`config.mk`:
```
export PLATFORM = sky130hd
export DESIGN_NAME = cpu_clock_ctrl
export DESIGN_NICKNAME = d
export VERILOG_FILES = /design/src/rtl/cpu_clock_ctrl.sv
export SDC_FILE = /design/constraint.sdc
export NUM_CORES = 1
export LEC_CHECK = 0
export CORE_MARGIN = 4
export CORE_UTILIZATION = 45
export DETAILED_ROUTE_END_ITERATION = 16
export PLACE_DENSITY_LB_ADDON = 0.3
export SETUP_SLACK_MARGIN = 0.1
export SYNTH_ARGS = -nofsm -noshare
export SYNTH_HDL_FRONTEND = slang
export SYNTH_SLANG_ARGS = --single-unit
```
`constraint.sdc`:
```
create_clock -name clk -period 4 [get_ports clk]
set_clock_uncertainty 0.1 [all_clocks]
set_input_delay 0.8 -clock clk [delete_from_list [all_inputs] [get_ports clk]]
set_output_delay 0.8 -clock clk [all_outputs]
set_load 0.02 [all_outputs]
```
`src/rtl/cpu_clock_ctrl.sv`:
```
// Run/stop and single-step clock generator for a hand-clocked CPU.
// Produces a divided main_clk from the board clock with debounced front-panel controls.
module cpu_clock_ctrl #(
    parameter int unsigned DEBOUNCE_CYCLES = 50000,
    parameter int unsigned STEP_PERIODS    = 2
) (
    input  logic        clk,
    input  logic        resetn,
    input  logic        run_sw,
    input  logic        step_btn,
    input  logic [1:0]  div_sel,
    input  logic        halt,
    output logic        main_clk,
    output logic        busy,
    output logic [15:0] cycle_cnt
);

    localparam int unsigned HP_W  = 22;
    localparam int unsigned CNT_W = 16;
    localparam int unsigned DB_W  = (DEBOUNCE_CYCLES > 1) ? $clog2(DEBOUNCE_CYCLES) : 1;
    localparam int unsigned SP_W  = (STEP_PERIODS > 1) ? $clog2(STEP_PERIODS) : 1;
    localparam logic [DB_W-1:0] DB_LAST = DB_W'(DEBOUNCE_CYCLES - 1);
    localparam logic [SP_W-1:0] SP_LAST = SP_W'(STEP_PERIODS - 1);

    typedef enum logic [1:0] {IDLE, RUN, STEP, DRAIN} state_e;

    logic [1:0]       sync1_q, sync2_q;
    logic             run_deb_q, step_deb_q, step_prev_q;
    logic [DB_W-1:0]  run_dbc_q, step_dbc_q;
    logic             step_req_c;

    state_e           state_q, state_d;
    logic             mclk_q, mclk_d;
    logic [HP_W-1:0]  hp_cnt_q, hp_cnt_d;
    logic [HP_W-1:0]  hp_q, hp_d;
    logic [SP_W-1:0]  per_q, per_d;
    logic [CNT_W-1:0] cyc_q, cyc_d;
    logic             rise_c, fall_c, term_c, stop_c;

    function automatic logic [HP_W-1:0] hp_of(input logic [1:0] sel);
        case (sel)
            2'd0:    return HP_W'(1);
            2'd1:    return HP_W'(4);
            2'd2:    return HP_W'(25000);
            default: return HP_W'(2500000);
        endcase
    endfunction

    // Bit 0 carries run_sw, bit 1 carries step_btn.
    always_ff @(posedge clk or negedge resetn) begin
        if (!resetn) begin
            sync1_q     <= '0;
            sync2_q     <= '0;
            step_prev_q <= 1'b0;
        end else begin
            sync1_q     <= {step_btn, run_sw};
            sync2_q     <= sync1_q;
            step_prev_q <= step_deb_q;
        end
    end

    always_ff @(posedge clk or negedge resetn) begin
        if (!resetn) begin
            run_dbc_q <= '0;
            run_deb_q <= 1'b0;
        end else if (sync2_q[0] == run_deb_q) begin
            run_dbc_q <= '0;
        end else if (run_dbc_q == DB_LAST) begin
            run_dbc_q <= '0;
            run_deb_q <= sync2_q[0];
        end else begin
            run_dbc_q <= run_dbc_q + 1'b1;
        end
    end

    always_ff @(posedge clk or negedge resetn) begin
        if (!resetn) begin
            step_dbc_q <= '0;
            step_deb_q <= 1'b0;
        end else if (sync2_q[1] == step_deb_q) begin
            step_dbc_q <= '0;
        end else if (step_dbc_q == DB_LAST) begin
            step_dbc_q <= '0;
            step_deb_q <= sync2_q[1];
        end else begin
            step_dbc_q <= step_dbc_q + 1'b1;
        end
    end

    assign step_req_c = step_deb_q & ~step_prev_q;

    // Next-state logic; rise/fall requests are applied uniformly after the case.
    always_comb begin
        state_d  = state_q;
        mclk_d   = mclk_q;
        hp_cnt_d = hp_cnt_q;
        hp_d     = hp_q;
        per_d    = per_q;
        cyc_d    = cyc_q;
        rise_c   = 1'b0;
        fall_c   = 1'b0;
        term_c   = (hp_cnt_q == '0);
        stop_c   = ~run_deb_q | halt;

        case (state_q)
            IDLE: begin
                mclk_d   = 1'b0;
                hp_cnt_d = '0;
                per_d    = '0;
                if (!halt && run_deb_q) begin
                    state_d = RUN;
                    rise_c  = 1'b1;
                end else if (!halt && step_req_c) begin
                    state_d = STEP;
                    rise_c  = 1'b1;
                    per_d   = SP_LAST;
                end
            end
            RUN: begin
                if (stop_c) state_d = DRAIN;
                if (!term_c)     hp_cnt_d = hp_cnt_q - HP_W'(1);
                else if (mclk_q) fall_c = 1'b1;
                else if (!stop_c) rise_c = 1'b1;
            end
            STEP: begin
                if (!term_c) begin
                    hp_cnt_d = hp_cnt_q - HP_W'(1);
                end else if (mclk_q) begin
                    fall_c = 1'b1;
                end else if (per_q == '0) begin
                    state_d = IDLE;
                end else begin
                    per_d  = per_q - SP_W'(1);
                    rise_c = 1'b1;
                end
            end
            DRAIN: begin
                // A high half in flight runs to full length; never cut short.
                if (!mclk_q) begin
                    state_d = IDLE;
                end else if (term_c) begin
                    fall_c  = 1'b1;
                    state_d = IDLE;
                end else begin
                    hp_cnt_d = hp_cnt_q - HP_W'(1);
                end
            end
            default: state_d = IDLE;
        endcase

        // div_sel is only captured at the start of each high half.
        if (rise_c) begin
            mclk_d   = 1'b1;
            hp_d     = hp_of(div_sel);
            hp_cnt_d = hp_of(div_sel) - HP_W'(1);
            cyc_d    = cyc_q + CNT_W'(1);
        end
        if (fall_c) begin
            mclk_d   = 1'b0;
            hp_cnt_d = hp_q - HP_W'(1);
        end
    end

    always_ff @(posedge clk or negedge resetn) begin
        if (!resetn) begin
            state_q  <= IDLE;
            mclk_q   <= 1'b0;
            hp_cnt_q <= '0;
            hp_q     <= '0;
            per_q    <= '0;
            cyc_q    <= '0;
        end else begin
            state_q  <= state_d;
            mclk_q   <= mclk_d;
            hp_cnt_q <= hp_cnt_d;
            hp_q     <= hp_d;
            per_q    <= per_d;
            cyc_q    <= cyc_d;
        end
    end

    assign main_clk  = mclk_q;
    assign busy      = (state_q != IDLE);
    assign cycle_cnt = cyc_q;

endmodule

```
==> flow_summary.json <==
{
  "wire_per_inst_um": 16.3,
  "status": "completed",
  "drv_slew": 0,
  "final_cells": 673,
  "drv_cap": 0,
  "max_freq_mhz": 312,
  "synth_ff_type": "dfrtp_1",
  "fin_crit_sh": 0.801,
  "synth-seq-cells": 86,
  "critical_path.max_fanout": 12,
  "grt-ovfl-total": 0,
  "clock_sinks": 86,
  "setup_slack_ns": 0.796,
  "synth_largest_area_cell": "dfrtp_1",
  "design.core.area_um2": 10400,
  "dieArea_um2": 12500,
  "num_vias": 3910,
  "fp.dieH_um": 112,
  "post_cts_buffers": 0,
  "dieWidth_um": 112,
  "grt_antenna_before_repair": 0,
  "place_area_um2": 5240,
  "worst_pin_slew_ns": 1.09,
  "syn-num-nets": 527,
  "syn_area_um2": 4860,
  "setup_viol": 0,
  "viasPerCell": 5.81,
  "vdd_drop_max_mv": 0.195,
  "synthDistinctLibCells": 67,
  "drc": 0,
  "syn_inst": 508,
  "clk_latency_ns": 0.38,
  "rsz0062_at_grt": "no",
  "power_density_nw_per_um2": 282,
  "placedCellCount": 657,
  "drive_gt1_frac": 0.106,
  "insertedDiodeCount": 0,
  "grt_max_degree": 87,
  "layout_min_cycle_time_ns": 3.20,
  "cts_tree": "done",
  "post-route-util": 0.522,
  "cp.arrival_ns": 3.40,
  "synth.top_cell.area_share": 0.443,
  "numCtsBuffers": 9,
  "slew_headroom": 0.273,
  "start_util": 0.467,
  "tns_ns": 0,
  "n_fill_cell": 962,
  "grt_usage": 0.187,
  "nets": 551,
  "power.leakage_nw": 2.30,
  "dpl.hpwl_um": 7620,
  "avgSynthCellArea_um2": 9.57,
  "ys_seq_area_frac": 0.443,
  "drtAntennaViolNets": 0,
  "numPortBuffers": 24,
  "min_path_type": "reg2reg",
  "grt_first_pass_wirelength_um": 19400,
  "yosys_warnings": 0,
  "drt_wl_total_um": 11000,
  "crit_path_start_kind": "register",
  "finalHoldViolCount": 0,
  "place.gp.congestion": 0.844,
  "clockBufferDepth": 2,
  "first_global_vias": 3931,
  "clk_pin_slew_worst_paths_ns": 0.11,
  "async_reset_ff_frac": 1.00,
  "root_buffer": "clkbuf_8",
  "path_class": "reg2reg",
  "boundaryPins": 25,
  "rows": 37,
  "yosys-top-cells-area": "dfrtp_1 44%, xnor2_1 4.9%, nor2_1 4.6%, xor2_1 4.1%, ha_1 3.1%",
  "place_ws_ns": 0.697,
  "synth.cells.most_frequent": "86 x dfrtp_1, 60 x nor2_1, 39 x nand2_1",
  "drt_first_pass_iters": 5,
  "synth_most_common_cell": "dfrtp_1",
  "final_cell_area_um2": 5430,
  "endpoint_kind": "register",
  "synthToLayoutAreaGrowth_pct": 11.8,
  "drtIter0Drc": 362,
  "ctsHoldBuffers": 0,
  "crit_required_ns": 4.19,
  "synth_edf_count": 0,
  "post_cts_resized": 0,
  "htreeDepth": 3
}
-- registers in the layout (all words and copies together), names as in the netlist --
name / flops
run_dbc_q: 16
hp_cnt_q: 22
step_dbc_q: 16
sync2_q: 2
per_q: 1
run_deb_q: 1
step_prev_q: 1
step_deb_q: 1
cycle_cnt: 16
main_clk: 1
sync1_q: 2
hp_q: 5
state_q: 2
-- layout make-up --
class	instances	area, µm²	area share
well taps	136	170	0.0313
clock buffers	9	124	0.0228
multi-input cells	384	2550	0.469
flip-flops and latches	86	2150	0.396
clock inverters	7	75.1	0.0138
repair buffers	30	283	0.0520
inverters	21	78.8	0.0145
-- placed cells by master (no fill, tap or decap), types with 3 or more instances in the layout --
master and n:
o2bb2ai_1 3, or4_1 3, and3_1 14, nor3_4 3, nand2b_1 4, or2_2 6, nand4_1 15, a31oi_1 4
inv_1 21, o21ai_0 19, a31o_2 3, a21o_1 4, clkdlybuf4s50_1 23, mux2i_1 3, xor2_1 23, nor2b_1 4
nor2_1 60, ha_1 12, nor4b_1 3, and2_1 3, nand3_1 22, nor3_1 20, mux2_2 3, or3_1 4
clkbuf_8 9, nor4_1 10, a211oi_1 6, o31ai_1 5, xnor2_1 27, nand2_1 39, buf_4 7, a21oi_1 16
o21ai_1 3, inv_8 3, dfrtp_1 86
-- cell families (layout without fill, tap and decap cells) --
family	after synthesis	in the layout	synth area share
AOI/OAI and AO/OA	89	89	0.131
xor gates and xnor gates	50	50	0.0901
adders and majority gates	12	12	0.0309
buffers and inverters	38	67	0.0342
DFF	86	86	0.443
muxes	6	6	0.0131
and+or+nand+nor	227	227	0.258
-- final timing paths --
check | start | end | slack [ns] | depth (start not counted)
hold reg to reg | sync1_q[0] | sync2_q[0] | 0.27 | 0
min in group asynchronous | resetn | run_dbc_q[10] | 0.49 | 1
hold / removal | sync1_q[0] | sync2_q[0] | 0.27 | 0
setup reg to reg | hp_cnt_q[0] | hp_cnt_q[16] | 0.80 | 8
setup / recovery | hp_cnt_q[0] | hp_cnt_q[16] | 0.80 | 8
max in group asynchronous | resetn | hp_cnt_q[8] | 2.58 | 1
-- routing by layer --
layer,vias to the layer above,global-route usage,routed length (µm)
li1,1863,-,-
met3,14,0.0467,724
met5,-,0,0
met4,0,0.0473,117
met2,124,0.300,5310
met1,1909,0.255,4860
-- critical path: stages, from the launching register on --
cell and delay, ns:
dfrtp_1 0.44, inv_1 0.07, ha_1 0.19, nor3b_2 0.62, nand3_4 0.32, nor4_4 0.42, nand2_2 0.18, or4_1 0.57
a21oi_1 0.19
-- power breakdown --
part | leakage (nW) | switching (mW) | internal (mW)
registers | 1.12 | 0.00457 | 0.876
clock network | 0.0981 | 0.362 | 0.246
logic | 1.09 | 0.0314 | 0.0119
-- per-stage QoR --
step / power (mW) / hold WS, ns
floorplan: 0.912 / 0.231
global placement: 0.941 / 0.235
detailed placement: 0.942 / 0.255
CTS: 1.55 / 0.279
global route: 1.61 / 0.289
finish: 1.53 / 0.274
Note: power is estimated with default switching activity, not from simulation.
